$ cat src/rtl/lookahead_mp_sequencer.sv
// rtl/lookahead_mp_sequencer.sv - multi-precision add sequencer driving an external 16-bit lookahead adder
// Optional feature macro: MPADD_SUB_EN (adds the sub port for A-B operation).
module lookahead_mp_sequencer #(
    parameter int WORDS = 4
) (
    input  logic                  clk,
    input  logic                  rst_n,
    input  logic                  in_valid,
    output logic                  in_ready,
    input  logic [WORDS*16-1:0]   operand1,
    input  logic [WORDS*16-1:0]   operand2,
    input  logic                  Cin,
`ifdef MPADD_SUB_EN
    input  logic                  sub,
`endif
    output logic                  out_valid,
    input  logic                  out_ready,
    output logic [WORDS*16-1:0]   Result,
    output logic                  Cout,
    output logic [15:0]           add_a,
    output logic [15:0]           add_b,
    output logic                  add_cin,
    input  logic [15:0]           add_sum,
    input  logic                  add_cout
);

    localparam int DW = WORDS * 16;
    localparam int IW = (WORDS > 1) ? $clog2(WORDS) : 1;

    localparam logic [1:0] S_IDLE = 2'd0;
    localparam logic [1:0] S_RUN  = 2'd1;
    localparam logic [1:0] S_DONE = 2'd2;

    logic [1:0]    state;
    logic [IW-1:0] idx;
    logic [DW-1:0] a_reg;
    logic [DW-1:0] b_reg;
    logic          carry;
    logic [15:0]   a_slice;
    logic [15:0]   b_slice;
    logic          sub_reg;
    logic          start_carry;

`ifdef MPADD_SUB_EN
    // Subtraction is A + ~B + 1, so the incoming carry is forced high.
    assign start_carry = sub ? 1'b1 : Cin;
`else
    assign start_carry = Cin;
`endif

    assign in_ready = (state == S_IDLE);

    always_comb begin
        a_slice = '0;
        b_slice = '0;
        for (int w = 0; w < WORDS; w++) begin
            if (idx == IW'(w)) begin
                a_slice = a_reg[w*16 +: 16];
                b_slice = b_reg[w*16 +: 16];
            end
        end
    end

    always_comb begin
        add_a   = '0;
        add_b   = '0;
        add_cin = 1'b0;
        if (state == S_RUN) begin
            add_a   = a_slice;
            add_b   = sub_reg ? ~b_slice : b_slice;
            add_cin = carry;
        end
    end

    always_ff @(posedge clk or negedge rst_n) begin
        if (!rst_n) begin
            state     <= S_IDLE;
            idx       <= '0;
            a_reg     <= '0;
            b_reg     <= '0;
            carry     <= 1'b0;
            sub_reg   <= 1'b0;
            Result    <= '0;
            Cout      <= 1'b0;
            out_valid <= 1'b0;
        end else begin
            case (state)
                S_IDLE: begin
                    if (in_valid) begin
                        a_reg   <= operand1;
                        b_reg   <= operand2;
                        carry   <= start_carry;
`ifdef MPADD_SUB_EN
                        sub_reg <= sub;
`else
                        sub_reg <= 1'b0;
`endif
                        idx     <= '0;
                        state   <= S_RUN;
                    end
                end
                S_RUN: begin
                    for (int w = 0; w < WORDS; w++) begin
                        if (idx == IW'(w)) begin
                            Result[w*16 +: 16] <= add_sum;
                        end
                    end
                    carry <= add_cout;
                    // Exit on the last slice so idx never wraps.
                    if (idx == IW'(WORDS - 1)) begin
                        Cout      <= add_cout;
                        out_valid <= 1'b1;
                        idx       <= '0;
                        state     <= S_DONE;
                    end else begin
                        idx <= idx + 1'b1;
                    end
                end
                S_DONE: begin
                    if (out_ready) begin
                        out_valid <= 1'b0;
                        state     <= S_IDLE;
                    end
                end
                default: begin
                    state <= S_IDLE;
                end
            endcase
        end
    end

endmodule

$ cat config.mk
export PLATFORM = sky130hd
export DESIGN_NAME = lookahead_mp_sequencer
export DESIGN_NICKNAME = d
export VERILOG_FILES = /design/src/rtl/lookahead_mp_sequencer.sv
export SDC_FILE = /design/constraint.sdc
export NUM_CORES = 1
export LEC_CHECK = 0
export CORE_ASPECT_RATIO = 2
export CORE_MARGIN = 3
export CORE_UTILIZATION = 51
export DETAILED_ROUTE_END_ITERATION = 10
export PLACE_DENSITY = 0.95
export SYNTH_ARGS = -nofsm -noshare
export SYNTH_HDL_FRONTEND = slang
export SYNTH_SLANG_ARGS = --single-unit
$ cat constraint.sdc
create_clock -name clk -period 5.95 [get_ports clk]
set_input_delay 1.19 -clock clk [delete_from_list [all_inputs] [get_ports clk]]
set_output_delay 1.19 -clock clk [all_outputs]
set_load 0.02 [all_outputs]
# Yosys cells after proc, flatten, opt, wreduce, memory -nomap -nowiden
# Index checks and enable logic that the tools add are counted.
[totals] reg_bits=199 inputBits=150 output_inout_bits=100 elab_cells=55
[classes] n_addsub=1 eq_ne=8 mux=23 n_reduce_logical=12
[ops] cell="$mux 16" count=10
[ops] cell="$reduce_and 2->1" count=6
[ops] cell="$mux 2" count=5
[ops] cell="$eq 2x2->1 const B" count=3
[ops] cell="$ne 2x2->1 const B" count=3
[ops] cell="$pmux 2 s3" count=1
[ops] cell="$reduce_and 3->1" count=2
[ops] cell="$eq 2x1->1 const B" count=2
[ops] cell="$logic_not 2->1" count=2
[ops] cell="$mux 1" count=4
[ops] cell="$pmux 1 s2" count=2
[ops] cell="$pmux 2 s2" count=1
[ops] cell="$reduce_bool 2->1" count=2
[ops] cell="$add 2x1->2 const B" count=1

# Longest topological paths before layout
[logic_depth] ltp_word=6 depth_mapped=7 ltp_nobuf=5

# Worst setup path after synthesis
# OpenSTA, ideal clock, no wires.
[synth_timing] path_kind="register to output" from="reg idx[1]" to="out add_a[0]" arrival_time_ns=1.683 required_ns=4.760 path_slack_ns=3.077 stages_incl_launch_ff=8 cell_sequence="dfrtp_1 inv_1 ha_1 buf_2 nor2b_1 clkbuf_1 a221o_1 a32o_1"
[synth_between] elab_chain_len=6 word_cells_on_any_way=9
[synth_rtl] element="start: declaration" line="35" source="logic [IW-1:0] idx;"
[synth_rtl] element="start signal: assignment" line="116" source="idx <= idx + 1'b1;"
[synth_rtl] element="$logic_not 2->1" line="57" source="if (idx == IW'(w)) begin"
[synth_rtl] element="$mux 16 (3 in a row)" line="57"
[synth_rtl] element="$mux 16 (*)" line="57"
[synth_rtl] element="$mux 16 (*)" line="68" source="if (state == S_RUN) begin"
[synth_rtl] element="end: declaration" line="20" source="output logic [15:0] add_a,"
# Every way passes the cells marked *; elsewhere a longest branch is shown, timed or not.

# Worst setup path in the final report
[layout_timing] from="reg idx[0]" to="out add_a[0]"
# Same word-level chain as after synthesis.

==> qor.csv <==
metric;value;unit
synth warn;0;
crit end category;primary output;
CTS root buf;clkbuf_16;
post-synthesis cell count;562;
combinational cell fraction of total power;48.3;%
Worst IR Drop VDD;0.473;mV
I/O Pins;250;
die width;97.1;um
Yosys reg bits;199;
hpwl dp;16200;um
min cycle time layout;4280;ps
critical path launch point type;register;
vias;5846;
Synth area leaders;dfrtp_1 (59%), mux2_2 (22%), mux2_1 (4.0%);
largest net degree at the start of global routing;122;
Starting Density;52.1;%
GPL Wtd Cong;0.841;
Post-CTS Resized;0;
Max-Cap Viols;0;
nets;952;
setup tns final;0;ps
DR WL/cell;22.8;um
die area;18300;um2
status;finished, final reports clean;
final worst path period share;71.9;%
Clock power frac;17.5;%
first-pass GRT wire length;36900;um
fraction of layout cells with a size suffix above 1;26.5;%
Sw Ratio;35.9;%
Worst-Skew Late Latency;430;ps
TritonCTS clock tree;yes;
Post-Route Skew;9.21;ps
Vias/cell;5.74;
Critical Path Max Stage Delay;630;ps
CP Max Fanout;38;
Cell Area, Synth;8470;um2
RSZ-0062 raised after global routing;false;
DRT iter0 DRCs;223;
CORE AREA;16300;um2
switching power;2580;uW
routed wire length;23200;um
Yosys top cell area share;58.8;%
Slew HR;32.0;%
DRT antenna net count;0;
Layout fillers;1020;
critical path class;register to primary output;
commonest non-fill, non-tap cell in the layout;clkdlybuf4s50_1;
library cells used by synthesis;25;
GRT Util Overall;25.8;%
max-slew violation count;0;
Seq pwr share;34.2;%
area grow syn2layout;38.4;%
syn_nets;716;
Pwr Density;614;nW/um2
Critical Path RT;4760;ps
I/O Buffers;249;
most frequent cells in the layout;clkdlybuf4s50_1 (248), dfrtp_1 (199), mux2_2 (164);
f_max;234;MHz
Crit-path slowest cell;clkdlybuf4s50_1;
row cnt;66;
post-route cell area;11700;um2
Max Root-Sink Buffers;2;
actual slew at the worst max-slew pin;1020;ps
DR pass1 iterations;5;
Worst Hold Class;register to register;
CTS sink count;199;
Arr. time, crit path;3090;ps
Seq/Total Area, Yosys;58.8;%
number of global-route vias before repair;6711;
Die Span Y;188;um
Num CTS Buffers;17;
number of setup buffers added after CTS;0;
final hold vios;0;
Int Power;4620;uW
Placed Area;11100;um2
CP Cell Sequence;inv_1, ha_2, buf_4, a221o_1, a32o_1, clkdlybuf4s50_1;
count of final setup violators;0;
grt ovf;0;
CTS Hold Buffers Added;0;
Synth area leader;dfrtp_1;
syn_area_per_cell;15.1;um2
antenna violations before repair;2;
Pleak;0.00475;uW
DRC Markers;0;
clock slew at reported path FFs;80;ps
Hold Slack;499;ps
H-tree Lvls;4;
## layout make-up
class                           instances  area [um2]  area share (%)
Inverter                                3        11.3          0.0960
Multi-Input combinational cell        319        3260            27.8
Sequential cell                       199        4980            42.5
Antenna cell                            3        7.51          0.0640
Clock inverter                         14         208            1.77
Tap cell                              204         255            2.18
Clock buffer                           18         439            3.75
Timing Repair Buffer                  258        2560            21.9
## cells in the mapped netlist
| cell type | instances |
|---|---|
| and2_1 | 2 |
| nand2_1 | 2 |
| a221o_1 | 31 |
| nor2_1 | 2 |
| buf_6 | 5 |
| ha_1 | 4 |
| or2_2 | 1 |
| a22o_1 | 1 |
| nor3b_2 | 1 |
| dfrtp_1 | 199 |
| inv_1 | 3 |
| nor2b_1 | 4 |
| mux2_2 | 164 |
| a22oi_1 | 1 |
| nand2_4 | 4 |
| nand2b_1 | 32 |
| clkbuf_1 | 12 |
| a31oi_1 | 1 |
| o21ai_0 | 3 |
| o31ai_1 | 1 |
| a21oi_1 | 3 |
| a32o_1 | 32 |
| buf_4 | 7 |
| buf_2 | 17 |
| mux2_1 | 30 |
## power groups by stage
stage	Combinational (uW)	Clock, uW	Sequential (uW)
floorplan	1910	0	2630
global placement	3350	0	2410
detailed placement	3470	0	2470
CTS	3510	1280	2460
global route	3680	1340	2540
finish	3480	1260	2460
## logic make-up (layout without fill, tap and decap cells)
family | Yosys count | in the layout | synth area share (%)
compound gates | 73 | 73 | 8.15
fa+ha+maj | 4 | 4 | 0.591
buf+inv | 44 | 293 | 2.95
flops | 199 | 199 | 58.8
mux | 194 | 194 | 25.8
other cells | 0 | 3 | 0
simple gates | 48 | 48 | 3.74
## final timing paths
| path | startpoint | endpoint | slack [ps] | depth (start not counted) |
|---|---|---|---|---|
| max | idx[0] | add_a[0] | 1670 | 6 |
| min | b_reg[42] | b_reg[42] | 500 | 1 |
| max reg2reg | state[0] | a_reg[34] | 3850 | 3 |
| min reg2reg | b_reg[42] | b_reg[42] | 500 | 1 |
| max in group asynchronous | rst_n | a_reg[1] | 3910 | 2 |
| min in group asynchronous | rst_n | a_reg[59] | 880 | 1 |
## routing by layer
metal / GRT usage, % / vias to the layer above / wire [um] / share of wire (%)
met5: 0 / - / 0 / 0
met4: 15.4 / 0 / 1340 / 5.8
met3: 5.63 / 79 / 1210 / 5.2
met2: 45.6 / 243 / 12600 / 54
met1: 28.0 / 2963 / 8070 / 35
li1: - / 2561 / - / -
## worst max-delay path: cells and delay by family (launching register included)
family / cells / cell delay [ps]
compound gates: 2 / 400
buf+inv: 3 / 1250
fa+ha+maj: 1 / 580
flops: 1 / 430
## metrics by stage
stage | instances | setup WS, ps | utilization, % | total power (uW)
2_1_floorplan | 562 | 3080 | - | 4540
3_3_place_gp | 983 | 2260 | 68.1 | 5760
3_5_place_dp | 983 | 2200 | 68.1 | 5940
4_1_cts | 1015 | 1670 | 72.0 | 7250
5_1_grt | 1017 | 1530 | 72.1 | 7560
6_report | 1018 | 1670 | 72.1 | 7200
Note: power is estimated with default switching activity, not from simulation.
